===== src/rtl/sram_port_arbiter.sv =====
// rtl/sram_port_arbiter.sv - shares one SRAM wrapper port between fetch and data requesters
module sram_port_arbiter #(
  parameter int ADDR_W       = 20,
  parameter int READ_CYCLES  = 2,
  parameter int WRITE_CYCLES = 2,
  parameter int MAX_STREAK   = 4
) (
  input  logic              clk,
  input  logic              rst_n,
  input  logic              i_req_valid,
  output logic              i_req_ready,
  input  logic [ADDR_W-1:0] i_req_addr,
  output logic              i_resp_valid,
  output logic [31:0]       i_resp_data,
  input  logic              d_req_valid,
  output logic              d_req_ready,
  input  logic [ADDR_W-1:0] d_req_addr,
  input  logic              d_req_we,
  input  logic [31:0]       d_req_wdata,
  input  logic [3:0]        d_req_wmask,
  output logic              d_resp_valid,
  output logic [31:0]       d_resp_data,
  output logic [ADDR_W-1:0] sram_addr,
  output logic [31:0]       sram_wdata,
  input  logic [31:0]       sram_rdata,
  output logic              sram_en,
  output logic              sram_re,
  output logic              sram_we,
  output logic [3:0]        sram_wmask
);

  localparam int STREAK_W = $clog2(MAX_STREAK + 1);
  localparam int MAX_CYC  = (READ_CYCLES > WRITE_CYCLES) ? READ_CYCLES : WRITE_CYCLES;
  localparam int CNT_W    = (MAX_CYC > 1) ? $clog2(MAX_CYC) : 1;
  localparam logic [STREAK_W-1:0] STREAK_MAX = STREAK_W'(MAX_STREAK);
  localparam logic [CNT_W-1:0]    READ_LAST  = CNT_W'(READ_CYCLES - 1);
  localparam logic [CNT_W-1:0]    WRITE_LAST = CNT_W'(WRITE_CYCLES - 1);

  typedef enum logic [1:0] {IDLE, READ, WRITE, TURN} state_t;

  state_t              state_q, state_d;
  logic [CNT_W-1:0]    cnt_q;
  logic [STREAK_W-1:0] streak_q;
  logic                owner_q;
  logic [ADDR_W-1:0]   addr_q;
  logic [31:0]         wdata_q;
  logic [3:0]          wmask_q;
  logic                i_resp_valid_q, d_resp_valid_q;
  logic [31:0]         i_resp_data_q, d_resp_data_q;
  logic                grant_d, grant_i;

  // Data has priority unless fetch has already waited out MAX_STREAK data grants.
  always_comb begin
    grant_d = 1'b0;
    grant_i = 1'b0;
    if (state_q == IDLE) begin
      grant_d = d_req_valid && !(i_req_valid && streak_q == STREAK_MAX);
      grant_i = i_req_valid && !grant_d;
    end
  end

  assign i_req_ready  = rst_n && grant_i;
  assign d_req_ready  = rst_n && grant_d;
  assign sram_addr    = addr_q;
  assign sram_wdata   = wdata_q;
  assign i_resp_valid = i_resp_valid_q;
  assign d_resp_valid = d_resp_valid_q;
  assign i_resp_data  = i_resp_data_q;
  assign d_resp_data  = d_resp_data_q;

  always_comb begin
    state_d    = state_q;
    sram_en    = 1'b0;
    sram_re    = 1'b0;
    sram_we    = 1'b0;
    sram_wmask = 4'h0;
    case (state_q)
      IDLE: begin
        if (grant_i || (grant_d && !d_req_we)) state_d = READ;
        else if (grant_d)                      state_d = WRITE;
      end
      READ: begin
        sram_en    = 1'b1;
        sram_re    = 1'b1;
        sram_wmask = 4'hF;
        if (cnt_q == READ_LAST) state_d = IDLE;
      end
      WRITE: begin
        sram_en    = 1'b1;
        sram_we    = 1'b1;
        sram_wmask = wmask_q;
        if (cnt_q == WRITE_LAST) state_d = TURN;
      end
      TURN:    state_d = IDLE;
      default: state_d = IDLE;
    endcase
  end

  always_ff @(posedge clk or negedge rst_n) begin
    if (!rst_n) state_q <= IDLE;
    else        state_q <= state_d;
  end

  always_ff @(posedge clk or negedge rst_n) begin
    if (!rst_n) begin
      cnt_q          <= '0;
      streak_q       <= '0;
      owner_q        <= 1'b0;
      addr_q         <= '0;
      wdata_q        <= '0;
      wmask_q        <= '0;
      i_resp_valid_q <= 1'b0;
      d_resp_valid_q <= 1'b0;
      i_resp_data_q  <= '0;
      d_resp_data_q  <= '0;
    end else begin
      i_resp_valid_q <= 1'b0;
      d_resp_valid_q <= 1'b0;
      cnt_q <= (state_d == state_q && (state_q == READ || state_q == WRITE)) ? cnt_q + 1'b1 : '0;

      if (grant_d) begin
        owner_q <= 1'b1;
        addr_q  <= d_req_addr;
        if (d_req_we) begin
          wdata_q <= d_req_wdata;
          wmask_q <= d_req_wmask;
        end
        if (!i_req_valid)              streak_q <= '0;
        else if (streak_q != STREAK_MAX) streak_q <= streak_q + 1'b1;
      end else if (grant_i) begin
        owner_q  <= 1'b0;
        addr_q   <= i_req_addr;
        streak_q <= '0;
      end

      // Read data is sampled on the edge that ends the last strobe cycle.
      if (state_q == READ && cnt_q == READ_LAST) begin
        if (owner_q) begin
          d_resp_valid_q <= 1'b1;
          d_resp_data_q  <= sram_rdata;
        end else begin
          i_resp_valid_q <= 1'b1;
          i_resp_data_q  <= sram_rdata;
        end
      end
      if (state_q == WRITE && cnt_q == WRITE_LAST) begin
        d_resp_valid_q <= 1'b1;
        d_resp_data_q  <= '0;
      end
    end
  end

endmodule


===== config.mk =====
export PLATFORM = sky130hd
export DESIGN_NAME = sram_port_arbiter
export DESIGN_NICKNAME = d
export VERILOG_FILES = /design/src/rtl/sram_port_arbiter.sv
export SDC_FILE = /design/constraint.sdc
export NUM_CORES = 1
export LEC_CHECK = 0
export ABC_AREA = 1
export CAP_MARGIN = 20
export CORE_ASPECT_RATIO = 2
export CORE_UTILIZATION = 42
export CTS_CLUSTER_SIZE = 40
export DETAILED_ROUTE_END_ITERATION = 10
export PLACE_DENSITY = 0.81
export SYNTH_ARGS = -nofsm -noshare
export SYNTH_HDL_FRONTEND = slang
export SYNTH_SLANG_ARGS = --single-unit

===== constraint.sdc =====
create_clock -name clk -period 2.5 [get_ports clk]
set_input_delay 0.75 -clock clk [delete_from_list [all_inputs] [get_ports clk]]
set_output_delay 0.75 -clock clk [all_outputs]
set_load 0.02 [all_outputs]

Yosys cells after proc, flatten, opt, wreduce, memory -nomap -nowiden
Index checks and enable logic that the tools add are counted.
Cells by class
  add/sub/neg operators: 2
  equality and inequality tests: 7
  mux-type cells: 28
  bitwise logic cells: 1
  reduce and logical (&&, ||, !) cells: 23
Operators with widths (count)
  2-to-1 mux 32 bit: 3
  2-to-1 mux 20 bit: 2
  2-to-1 mux 1 bit: 13
  2-to-1 mux 3 bit: 4
  logical AND 1 bit: 9
  2-to-1 mux 2 bit: 4
  case mux 2 bit (4 select lines): 1
  case mux 4 bit (2 select lines): 1
  AND reduction 2 bit: 4
  nonzero test 2 bit: 3
  equality test 2 bit (second input constant): 2
  adder 3 x 1 -> 3 bit (second input constant): 1
  equality test 3 bit (second input constant): 1
  zero test 1 bit: 3
  != test 3 x 2 -> 1 bit (second input constant): 1
  != test 3 bit (second input constant): 1
  equality test 2 x 1 -> 1 bit (second input constant): 1
  equality test 2 bit: 1
  zero test 2 bit: 1
  logical OR 1 bit: 2
  OR reduction 2 bit: 1
  adder 1 bit (second input constant): 1
  inverter 1 bit: 1
Word-level totals
  flip-flop bits (word level): 129
  input port bits: 113
  output and inout port bits: 127
  word-level logic and storage cells: 72

Depth between registers and ports, before layout
  depth in word-level cells: 13
  mapped depth: 12
  gate-level depth less buffers: 11

Least setup slack after synthesis
OpenSTA, ideal clock, no wires.
  kind: input to output
  start: in i_req_valid
  end: out d_req_ready
  arrival time: 1.518 ns
  required time: 1.750 ns
  slack: 0.232 ns
  stages on the path: 4
  path buffers: 1
  cells stage by stage: nand3_1 > nand3_4 > clkbuf_1 > nor2_1
Between the ends
  longest elaborated chain between the ends: 5
RTL lines
  start, declared: line 10  | input logic i_req_valid,
  logical AND 1 bit: line 57  | grant_d = d_req_valid && !(i_req_valid && streak_q == STREAK_MAX);
  zero test 1 bit: line 57
  logical AND 1 bit: line 57
  2-to-1 mux 1 bit: line 56  | if (state_q == IDLE) begin
  logical AND 1 bit: line 63  | assign d_req_ready = rst_n && grant_d;
  end, declared: line 16  | output logic d_req_ready,
No other way between the ends.

Final worst setup path
  start: reg state_q[0]
  end: out sram_wmask[2]
Between the ends
  longest elaborated chain between the ends: 2
  elaborated cells between the ends (all ways): 3
  classes of those cells: 2 x eq/ne; 1 x mux
RTL lines
  start, declared: line 41  | state_t state_q, state_d;
  start signal, assigned: line 101  | else state_q <= state_d;
  equality test 2 bit / equality test 2 x 1 -> 1 bit (equally long branches): line 77  | case (state_q)
  case mux 4 bit (2 select lines) *: line 77
  end, declared: line 29  | output logic [3:0] sram_wmask
Every way passes the cells marked *; elsewhere a longest branch is shown, timed or not.

==> reports/qor.csv <==
stage;metric;value;unit
outcome;status;complete, no violations;
worst_setup_path;flop2flop setup slack;0.52;ns
detailed_routing;Post-route DRC;0;
finish;Final #Nets;861;
grt;pin count of the biggest net entering global routing;75;
worst_setup_path;endpoint type of the worst setup path;output port;
worst_setup_path;crit start category;flip-flop;
clock_tree;number of H-tree levels;4;
logic_synthesis;area share of the largest cell type after synthesis;0.603;
clock_tree;Num CTS Buffers;17;
finish;n_diodes;0;
worst_setup_path;crit-path cells;inv_1, buf_4, ha_2, nand2_1, a21oi_1, buf_2;
worst_setup_path;largest delay contributor family on the critical path;buffers and inverters;
die;# IOs;240;
logic_synthesis;Synth Area per Inst;11.1;um^2
power_and_ir_drop;maximum VDD drop;0.848;mV
worst_setup_path;Bufs and invs on worst path;3;
clock_tree;clock root cell;clkbuf_16;
clock_tree;worst-skew pair later-pin latency;0.40;ns
worst_setup_path;RR Startpoint;state_q[0];
worst_setup_path;WP data arrival;1.68;ns
die;Rows;58;
worst_setup_path;Required @ worst endpoint;1.75;ns
timing;Period Utilization, post-route;0.971;
worst_setup_path;highest-delay cell along the critical path;dfrtp_1;
detailed_routing;Vias;4530;
die;die width;81.9;um
clock_tree;Worst-path clk slew;0.06;ns
clock_tree;hold buffers post-CTS;0;
detailed_routing;DR vias/cell;5.00;
placed_design;Placement Setup Slack;-0.481;ns
logic_synthesis;Post-Synthesis Cells;483;
timing;Max Slew Vio Count;0;
placed_design;placed wire-length estimate;11800;um
power_and_ir_drop;Lkg Pwr;4.00;nW
worst_setup_path;r2r endpoint;i_resp_data[2];
power_and_ir_drop;Psw;4.26;mW
power_and_ir_drop;Pint;7.29;mW
detailed_routing;antenna violation net count after detailed routing;0;
timing;Least-Margin Pin Slew;0.901;ns
logic_synthesis;synth unique cells;27;
worst_setup_path;Crit path largest cell delay;0.38;ns
die;DIE AREA;0.0132;mm^2
hold_path;class of the worst hold path;in2async;
power_and_ir_drop;Power Dens Cells;1350;mW/mm^2
logic_synthesis;flops & latches, synth;129;
grt;initial antenna violation count;0;
timing;worst rel slew slack;0.399;
finish;fin area;0.00857;mm^2
timing;clock period minus worst slack;2.43;ns
detailed_routing;Total Wirelength;15500;um
logic_synthesis;post-synthesis net count;601;
logic_synthesis;Syn. warnings;0;
power_and_ir_drop;Sw Share;0.369;
worst_setup_path;critical path class;reg2out;
timing;Max Freq;412;MHz
finish;layout cells sized above 1;0.142;
grt;GRT overflow;0;
detailed_routing;Initial DRC Count;166;
placed_design;GP Congestion;0.841;
clock_tree;CTS tree;yes;
detailed_routing;detailed-route wire length per cell;17.1;um
grt;gr usage total;0.247;
timing;clock skew;0.00953;ns
job;max-cap violation count;0;
timing;RSZ-0062 raised after global routing;false;
worst_setup_path;reg2reg path depth;8;
grt;first-pass GRT wire length;24300;um
logic_synthesis;register area share after synthesis;0.603;
clock_tree;CTS sink cnt;129;
timing;final worst slack;0.0719;ns
worst_setup_path;Worst Path Max Fanout;5;
finish;Layout Area Growth over Synthesis;60.1;%
die;Core Area;0.0125;mm^2
power_and_ir_drop;sequential power share;0.314;
logic_synthesis;Mapped Area;0.00536;mm^2
placed_design;placed standard-cell area;0.00800;mm^2
grt;vias in the first global route;4911;
clock_tree;clock buffer depth;2;
timing;Final Setup Violations;0;
logic_synthesis;area leader, netlist;dfrtp_1;
placed_design;Port Buffers;239;
die;Initial Utilization;0.429;
die;chip height;162;um
detailed_routing;1st-pass router iterations;4;
power_and_ir_drop;clock share of power;0.214;
logic_synthesis;top cells by area, synth;dfrtp_1 (60%), mux2_4 (8.4%), inv_1 (5.8%);
power_and_ir_drop;logic gate share of total power;0.473;
timing;final hold violations;0;
per-stage QoR:
| stage | TNS, ns | total power [mW] | utilization | instances | hold slack [ns] |
|---|---|---|---|---|---|
| 2_1_floorplan | 0 | 6.38 | - | 483 | 0.447 |
| 3_3_place_gp | -2.02 | 8.95 | 0.641 | 873 | 0.467 |
| 3_5_place_dp | -3.18 | 9.13 | 0.641 | 873 | 0.472 |
| 4_1_cts | 0 | 11.6 | 0.687 | 905 | 0.487 |
| 5_1_grt | 0 | 12.2 | 0.687 | 906 | 0.501 |
| 6_report | 0 | 11.6 | 0.687 | 906 | 0.478 |
power by group through the flow:
| stage | Combinational [mW] | Sequential [mW] | Clock, mW |
|---|---|---|---|
| global placement | 5.37 | 3.59 | 0 |
| floorplan | 1.71 | 4.67 | 0 |
| CTS | 5.49 | 3.63 | 2.52 |
| global route | 5.83 | 3.74 | 2.60 |
| finish | 5.46 | 3.62 | 2.47 |
| detailed placement | 5.50 | 3.63 | 0 |
how the worst max path moves through the flow:
stage	startpoint	endpoint	slack, ns	cells past startpoint
floorplan	i_req_valid	d_req_ready	0.23	4
global placement	i_req_valid	i_req_ready	-0.48	6
detailed placement	i_req_valid	i_req_ready	-0.48	6
CTS	d_req_valid	d_req_ready	0.007	4
global route	state_q[0]	sram_wmask[2]	0.001	6
finish	state_q[0]	sram_wmask[2]	0.07	6
final cells by class:
class,count,area [um^2]
clock inverter,13,155
fill,923,3910
sequential,129,3230
inverter,86,323
clock buffer,19,443
timing repair buffer,262,2570
tap,150,188
multi-input combinational,247,1670
sequential cells by signal, summed over array words and instances (netlist names):
name	count
d_resp_valid	1
owner_q	1
streak_q	3
cnt_q	1
sram_addr	20
i_resp_valid	1
state_q	2
wmask_q	4
sram_wdata	32
d_resp_data	32
i_resp_data	32
cell usage in the layout (no fill, tap or decap), types with 2 or more instances in the layout:
cell type          n
clkdlybuf4s50_1  227
dfrtp_1          129
inv_1             83
nand2_1           67
o21ai_0           50
o22ai_1           39
mux2_4            30
buf_4             21
clkbuf_16         17
a2bb2oi_1         13
a21oi_1           12
nand3_1            8
mux2_2             6
buf_2              6
nor2_1             5
clkinv_4           5
nand2_2            3
ha_1               3
clkinvlp_4         3
dlygate4sd2_1      3
buf_12             3
nand4_1            2
inv_2              2
ha_2               2
bufinv_16          2
inv_6              2
per-layer routing:
| metal | routed length [um] | track usage | up-vias |
|---|---|---|---|
| met4 | 548 | 0.110 | 0 |
| met5 | 0 | 0 | - |
| met1 | 5160 | 0.241 | 2196 |
| met3 | 845 | 0.0624 | 39 |
| met2 | 8970 | 0.464 | 188 |
| li1 | - | - | 2107 |
cells in the mapped netlist:
cell type / instances
nand2_1: 67
nand2_2: 3
nor2_1: 5
nand3_1: 8
mux2_2: 6
a2bb2oi_1: 13
nand4_1: 2
xnor2_1: 1
o211ai_1: 1
ha_1: 5
or2_1: 1
clkinv_1: 1
nor2_8: 1
buf_2: 5
buf_6: 1
o22ai_1: 39
mux2_4: 30
o21ai_1: 2
nand3_4: 1
buf_4: 1
inv_2: 2
o21ai_0: 50
dfrtp_1: 129
inv_1: 83
a21oi_1: 12
clkbuf_1: 11
buf_12: 3
worst reg2reg max path, stage by stage, from the launching register on:
cell and delay, ns:
dfrtp_1 0.38, buf_4 0.16, ha_1 0.20, buf_4 0.14, nand2_1 0.09, nor2_1 0.07, inv_2 0.39, buf_4 0.30
o21ai_0 0.12
cell families after synthesis:
kind of cell               share of synthesized area
DFF                                            0.603
AOI/OAI and AO/OA                              0.128
buffers and inverters                         0.0874
and+or+nand+nor                               0.0719
muxes                                         0.0967
adders and majority gates                     0.0117
xor gates and xnor gates                     0.00164
what timing repair did:
action | 4_1_cts | 5_1_grt
setup buffers | 0 | 1
gates resized for setup | 26 | 6
gates cloned | 0 | 0
setup endpoints to repair | 9 | 5
Power figures use the tool's default switching activity.
